$ cat src/rtl/riscv_lsu_if.sv
// riscv_lsu_if: core request/response and data-memory bus bundle for the load/store unit
interface riscv_lsu_if #(
  parameter int XLEN = 32,
  parameter int ADDR_W = 32
);
  logic              req_valid;
  logic              req_ready;
  logic              req_we;
  logic [1:0]        req_size;
  logic              req_unsigned;
  logic [ADDR_W-1:0] req_addr;
  logic [XLEN-1:0]   req_wdata;
  logic              resp_valid;
  logic [XLEN-1:0]   resp_rdata;
  logic [1:0]        resp_err;
  logic              mem_req;
  logic              mem_we;
  logic [XLEN/8-1:0] mem_be;
  logic [ADDR_W-1:0] mem_addr;
  logic [XLEN-1:0]   mem_wdata;
  logic              mem_ack;
  logic [XLEN-1:0]   mem_rdata;
  modport slave (
    input  req_valid, req_we, req_size, req_unsigned, req_addr, req_wdata, mem_ack, mem_rdata,
    output req_ready, resp_valid, resp_rdata, resp_err, mem_req, mem_we, mem_be, mem_addr, mem_wdata
  );
  modport master (
    output req_valid, req_we, req_size, req_unsigned, req_addr, req_wdata, mem_ack, mem_rdata,
    input  req_ready, resp_valid, resp_rdata, resp_err, mem_req, mem_we, mem_be, mem_addr, mem_wdata
  );
endinterface

$ cat src/rtl/riscv_lsu.sv
// riscv_lsu: multi-cycle load/store unit with lane steering, misalignment check and access timeout
module riscv_lsu #(
  parameter int XLEN = 32,
  parameter int ADDR_W = 32,
  parameter int TIMEOUT = 255
) (
  input logic         clk,
  input logic         rst,
  riscv_lsu_if.slave  bus
);
  localparam int NB = XLEN / 8;
  localparam int OW = $clog2(NB);
  localparam int CW = TIMEOUT > 0 ? $clog2(TIMEOUT + 1) : 1;
  typedef enum logic [1:0] {IDLE, ACCESS, RESP} state_t;
  state_t            state_q, state_d;
  logic [CW-1:0]     cnt_q;
  logic              we_q, uns_q;
  logic [1:0]        size_q, err_q;
  logic [OW-1:0]     off_q, off;
  logic [NB-1:0]     be_q, mask;
  logic [ADDR_W-1:0] addr_q;
  logic [XLEN-1:0]   wdata_q, rdata_q, sh, sl, ext;
  logic [7:0]        amt;
  logic              bad, accept, expire;
  always_comb begin
    off = bus.req_addr[OW-1:0];
    mask = NB'((16'd1 << (5'd1 << bus.req_size)) - 16'd1);
    bad = |(bus.req_addr[2:0] & ((3'd1 << bus.req_size) - 3'd1)) || (bus.req_size == 2'd3 && XLEN == 32);
    accept = state_q == IDLE && bus.req_valid;
    expire = TIMEOUT != 0 && cnt_q == CW'(TIMEOUT - 1);
    // move the addressed field to the top, then shift back down to extend it
    sh = bus.mem_rdata >> {off_q, 3'b000};
    amt = 8'(XLEN) - (8'd8 << size_q);
    sl = sh << amt;
    ext = uns_q ? sl >> amt : XLEN'($signed(sl) >>> amt);
    state_d = accept ? (bad ? RESP : ACCESS)
            : state_q == ACCESS && (bus.mem_ack || expire) ? RESP
            : state_q == RESP ? IDLE : state_q;
  end
  always_ff @(posedge clk) state_q <= !rst ? IDLE : state_d;
  always_ff @(posedge clk) begin
    if (!rst) begin
      cnt_q <= '0;
      we_q <= 1'b0;
      uns_q <= 1'b0;
      size_q <= '0;
      err_q <= '0;
      off_q <= '0;
      be_q <= '0;
      addr_q <= '0;
      wdata_q <= '0;
      rdata_q <= '0;
    end else if (accept) begin
      cnt_q <= '0;
      we_q <= bus.req_we;
      uns_q <= bus.req_unsigned;
      size_q <= bus.req_size;
      err_q <= bad ? 2'b01 : 2'b00;
      off_q <= off;
      be_q <= mask << off;
      addr_q <= bus.req_addr & ~ADDR_W'(NB - 1);
      wdata_q <= bus.req_wdata << {off, 3'b000};
      rdata_q <= '0;
    end else if (state_q == ACCESS) begin
      cnt_q <= cnt_q + CW'(1);
      if (bus.mem_ack) rdata_q <= we_q ? '0 : ext;
      else if (expire) err_q <= 2'b10;
    end
  end
  assign bus.req_ready = state_q == IDLE;
  assign bus.mem_req = state_q == ACCESS;
  assign bus.mem_we = state_q == ACCESS && we_q;
  assign bus.mem_be = be_q;
  assign bus.mem_addr = addr_q;
  assign bus.mem_wdata = wdata_q;
  assign bus.resp_valid = state_q == RESP;
  assign bus.resp_err = state_q == RESP ? err_q : 2'b00;
  assign bus.resp_rdata = state_q == RESP ? rdata_q : '0;
endmodule

$ cat src/flat_wrapper.sv
// flat-port wrapper written by rule: the top's interface ports become plain ports
module riscv_lsu_flat 
#(
  parameter int XLEN = 32,
  parameter int ADDR_W = 32,
  parameter int TIMEOUT = 255
)
  (clk, rst, bus_req_valid, bus_req_we, bus_req_size, bus_req_unsigned, bus_req_addr, bus_req_wdata, bus_mem_ack, bus_mem_rdata, bus_req_ready, bus_resp_valid, bus_resp_rdata, bus_resp_err, bus_mem_req, bus_mem_we, bus_mem_be, bus_mem_addr, bus_mem_wdata);
  riscv_lsu_if #(.XLEN(XLEN), .ADDR_W(ADDR_W)) bus_i ();
  input logic clk;
  input logic rst;
  input wire logic [$bits(bus_i.req_valid)-1:0] bus_req_valid;
  input wire logic [$bits(bus_i.req_we)-1:0] bus_req_we;
  input wire logic [$bits(bus_i.req_size)-1:0] bus_req_size;
  input wire logic [$bits(bus_i.req_unsigned)-1:0] bus_req_unsigned;
  input wire logic [$bits(bus_i.req_addr)-1:0] bus_req_addr;
  input wire logic [$bits(bus_i.req_wdata)-1:0] bus_req_wdata;
  input wire logic [$bits(bus_i.mem_ack)-1:0] bus_mem_ack;
  input wire logic [$bits(bus_i.mem_rdata)-1:0] bus_mem_rdata;
  output wire logic [$bits(bus_i.req_ready)-1:0] bus_req_ready;
  output wire logic [$bits(bus_i.resp_valid)-1:0] bus_resp_valid;
  output wire logic [$bits(bus_i.resp_rdata)-1:0] bus_resp_rdata;
  output wire logic [$bits(bus_i.resp_err)-1:0] bus_resp_err;
  output wire logic [$bits(bus_i.mem_req)-1:0] bus_mem_req;
  output wire logic [$bits(bus_i.mem_we)-1:0] bus_mem_we;
  output wire logic [$bits(bus_i.mem_be)-1:0] bus_mem_be;
  output wire logic [$bits(bus_i.mem_addr)-1:0] bus_mem_addr;
  output wire logic [$bits(bus_i.mem_wdata)-1:0] bus_mem_wdata;
  assign bus_i.req_valid = bus_req_valid;
  assign bus_i.req_we = bus_req_we;
  assign bus_i.req_size = bus_req_size;
  assign bus_i.req_unsigned = bus_req_unsigned;
  assign bus_i.req_addr = bus_req_addr;
  assign bus_i.req_wdata = bus_req_wdata;
  assign bus_i.mem_ack = bus_mem_ack;
  assign bus_i.mem_rdata = bus_mem_rdata;
  assign bus_req_ready = bus_i.req_ready;
  assign bus_resp_valid = bus_i.resp_valid;
  assign bus_resp_rdata = bus_i.resp_rdata;
  assign bus_resp_err = bus_i.resp_err;
  assign bus_mem_req = bus_i.mem_req;
  assign bus_mem_we = bus_i.mem_we;
  assign bus_mem_be = bus_i.mem_be;
  assign bus_mem_addr = bus_i.mem_addr;
  assign bus_mem_wdata = bus_i.mem_wdata;
  riscv_lsu #(.XLEN(XLEN), .ADDR_W(ADDR_W), .TIMEOUT(TIMEOUT)) u_core (.clk(clk), .rst(rst), .bus(bus_i));
endmodule
$ cat config.mk
export PLATFORM = sky130hd
export DESIGN_NAME = riscv_lsu_flat
export DESIGN_NICKNAME = d
export VERILOG_FILES = /design/src/rtl/riscv_lsu_if.sv /design/src/rtl/riscv_lsu.sv /design/src/flat_wrapper.sv
export SDC_FILE = /design/constraint.sdc
export NUM_CORES = 1
export LEC_CHECK = 0
export ABC_AREA = 1
export CORE_UTILIZATION = 41
export DETAILED_ROUTE_END_ITERATION = 10
export PLACE_DENSITY = 0.83
export SYNTH_ARGS = -nofsm -noshare
export SYNTH_HDL_FRONTEND = slang
export SYNTH_SLANG_ARGS = --single-unit
export TNS_END_PERCENT = 5
$ cat constraint.sdc
create_clock -name clk -period 1.8 [get_ports clk]
set_input_delay 0.54 -clock clk [delete_from_list [all_inputs] [get_ports clk]]
set_output_delay 0.54 -clock clk [all_outputs]
set_load 0.02 [all_outputs]
==> impl_metrics.ini <==
[outcome]
status = finished with violations
violations = setup timing

[route]
wl_per_cell_microns = 14.6
drtPass1Iterations = 5
drc_errors = 0
drtIter0Drc = 561
vias = 6778
routed_wl_microns = 19100
ant_nets = 0
vias_per_cell = 5.19

[timing]
drv_slew = 0
skew_ns = 0.00678
worstMarginPinSlew_ns = 0.623
min_period_ns = 1.90
layout_setup_ws_ns = -0.104
fmax_ghz = 0.525
finalHoldViolations = 0
relSlewSlack_pct = 58.3
setup_viol = 37
finalCritPeriodShare_pct = 106
rsz0062_at_grt = yes

[power]
swShare_pct = 32.0
pwr-share-comb_pct = 23.7
p_int_uw = 5520
leakagePower_uw = 0.00395
power_switching_uw = 2600
p_seq_share_pct = 34.7
p_clk_share_pct = 41.7
ir_worst_vdd_uv = 596
powerDensity_mw_per_mm2 = 884

[yosys]
yosys_warnings = 0
yosysSeqAreaShare_pct = 40.1
yosys.area.top_type = dfxtp_1
synthDistinctLibCells = 38
syn_inst = 858
synth_commonest_cells = nand2_1, nor2_1, dfxtp_1
async_flop_share_pct = 0
syn-cell-area_sq_mm = 0.00580
synth_edf_count = 0
yosysMostFrequentCell = nand2_1
yosys_register_bits = 116
synth_top_area_share_pct = 40.1
avgSynthCellArea_sq_um = 6.75
synth_flop_cell = dfxtp_1
synth.area.top_cells = dfxtp_1, nand2_1, nor2_1

[grt]
antenna_found_initial = 0
grt_util_all_layers_pct = 26.5
grt_pass1_wl_microns = 30100
grt.overflow.total = 0
grt_pass1_vias = 6365
grt_max_degree = 34

[floorplanning]
start_util_pct = 41.9
die_h_microns = 121
fp.dieW_microns = 121
rows = 43
coreArea_sq_mm = 0.0138
dieArea_sq_mm = 0.0146
io_pins = 210

[setup_path]
worstSetupPathType = reg2out
crit_path_cell_trace = inv_2 -> buf_6 -> nor2_4 -> inv_2 -> nor2_1 -> buf_4
cpMostUsedCell = inv_2
required_ns = 1.26
start_kind = flop
cp_max_fo = 4
rrSetupSlack_ns = 0.09
critPathBufInv = 4
cpMaxStageDelayCell = dfxtp_2
cp.arrival_ns = 1.36
end_kind = primary output
crit_path_max_incr_delay_ns = 0.33
crit_family = buffers and inverters

[layout]
drive_gt1_share_pct = 19.4
fill_cells = 1194
nNetsFinal = 1221
instances_no_fill = 1305
final_cell_area_sq_mm = 0.00918
syn2layout_area_growth_pct = 58.4
antenna_cells = 0

[placement]
dp.cells = 1272
dp_slack_ns = -0.443
dp_hpwl_microns = 13700
io_buffers = 207
place.gp.congestion = 0.888
dpl_cell_area_sq_mm = 0.00855

[clocking]
cts_root_buf = clkbuf_16
path_clk_slew_ns = 0.06
cts_tree = yes
clock_latency_ns = 0.42
cts_buffer_depth = 2
hold_buffers = 0
cts_max_level = 4
cts_made_buffers = 17
clock-sinks = 116

[job]
drv_cap = 0

[hold_path]
hp-class = reg2reg
==> timing repair <==
action,4_1_cts,5_1_grt
gates resized for setup,290,33
cloned,1,0
setup endpoints to repair,105,52
pin swaps,1,3
setup buffers,0,0
==> power groups by stage <==
| stage | registers [uW] | clock network (uW) | logic (uW) |
|---|---|---|---|
| floorplan | 3000 | 0 | 840 |
| global placement | 2860 | 0 | 1900 |
| detailed placement | 2870 | 0 | 1920 |
| CTS | 2810 | 3420 | 1880 |
| global route | 2830 | 3560 | 2080 |
| finish | 2810 | 3380 | 1920 |
==> worst min-delay path, stage by stage, from the launching register on <==
cell	delay, ns
dfxtp_1	0.31
nand2_1	0.05
o21ai_1	0.05
==> cell families (layout without fill, tap and decap cells) <==
logic type | after synthesis | in the layout | share of synthesized area [%]
compound gates | 206 | 206 | 20.3
xor+xnor | 1 | 1 | 0.151
fa+ha+maj | 5 | 5 | 1.08
buf+inv | 137 | 403 | 9.80
flops | 116 | 116 | 40.1
mux | 1 | 1 | 0.173
other cells | 1 | 2 | 0.0647
simple gates | 391 | 391 | 28.4
==> worst paths after layout <==
path / from / cells past startpoint / end
max: u_core.state_q[0] / 6 / bus_mem_we
max reg2reg: u_core.state_q[0] / 11 / u_core.rdata_q[27]
min reg2reg: u_core.bus.mem_wdata[7] / 2 / u_core.bus.mem_wdata[7]
min: u_core.bus.mem_wdata[7] / 2 / u_core.bus.mem_wdata[7]
==> cell usage in the layout (no fill, tap or decap), drive strengths merged, types with 2 or more instances in the layout <==
cell type      netlist  layout
ha                   5       5
o21ai               78      78
nand3               47      47
nor3                 3       3
a32o                 8       8
nand4                3       3
buf                 26     117
a31oi               15      15
clkinv               0       3
inv                 85      94
nor2               136     136
dfxtp              116     116
o31ai                2       2
a21oi               75      75
or2                  2       2
clkinvlp             0       2
dlygate4sd2          0      66
a211oi               2       2
clkdlybuf4s50        0     102
clkbuf              26      17
a22oi                3       3
nand2              197     197
o211ai              15      15
o22ai                4       4
conb                 1       2
o2111ai              2       2
and3                 2       2
==> through the flow <==
step           utilization, %  power, uW  TNS (ns)  hold slack, ns
3_3_place_gp             61.8       4760    -14.88           0.445
2_1_floorplan               -       3840         0           0.436
5_1_grt                  66.4       8470     -4.87           0.478
4_1_cts                  65.6       8110     -2.72           0.456
6_report                 66.4       8110     -2.40           0.454
3_5_place_dp             61.8       4790    -19.06           0.445
==> registers in the layout (all words and copies together), names as in the netlist <==
signal                cells
u_core.bus.mem_wdata     32
u_core.rdata_q           32
u_core.bus.mem_addr      30
u_core.cnt_q              8
u_core.bus.mem_be         4
u_core.err_q              2
u_core.off_q              2
u_core.size_q             2
u_core.state_q            2
u_core.uns_q              1
u_core.we_q               1
==> metal layers <==
layer  vias up  track usage [%]  wire, microns
met5         -                0              0
met2       340             46.2           9410
met1      3084             30.0           7330
met4         0             9.57            364
met3        34             8.69           1940
li1       3320                -              -
==> area by class of cell <==
cell class | instances | area, sq um | share of cell area [%]
Clock buffer | 17 | 425 | 4.63
Sequential cell | 116 | 2320 | 25.3
Timing Repair Buffer | 286 | 2690 | 29.3
Clock inverter | 15 | 163 | 1.77
Tap cell | 180 | 225 | 2.45
Inverter | 85 | 322 | 3.50
Multi-Input combinational cell | 606 | 3030 | 33.0
Power figures use the tool's default switching activity.
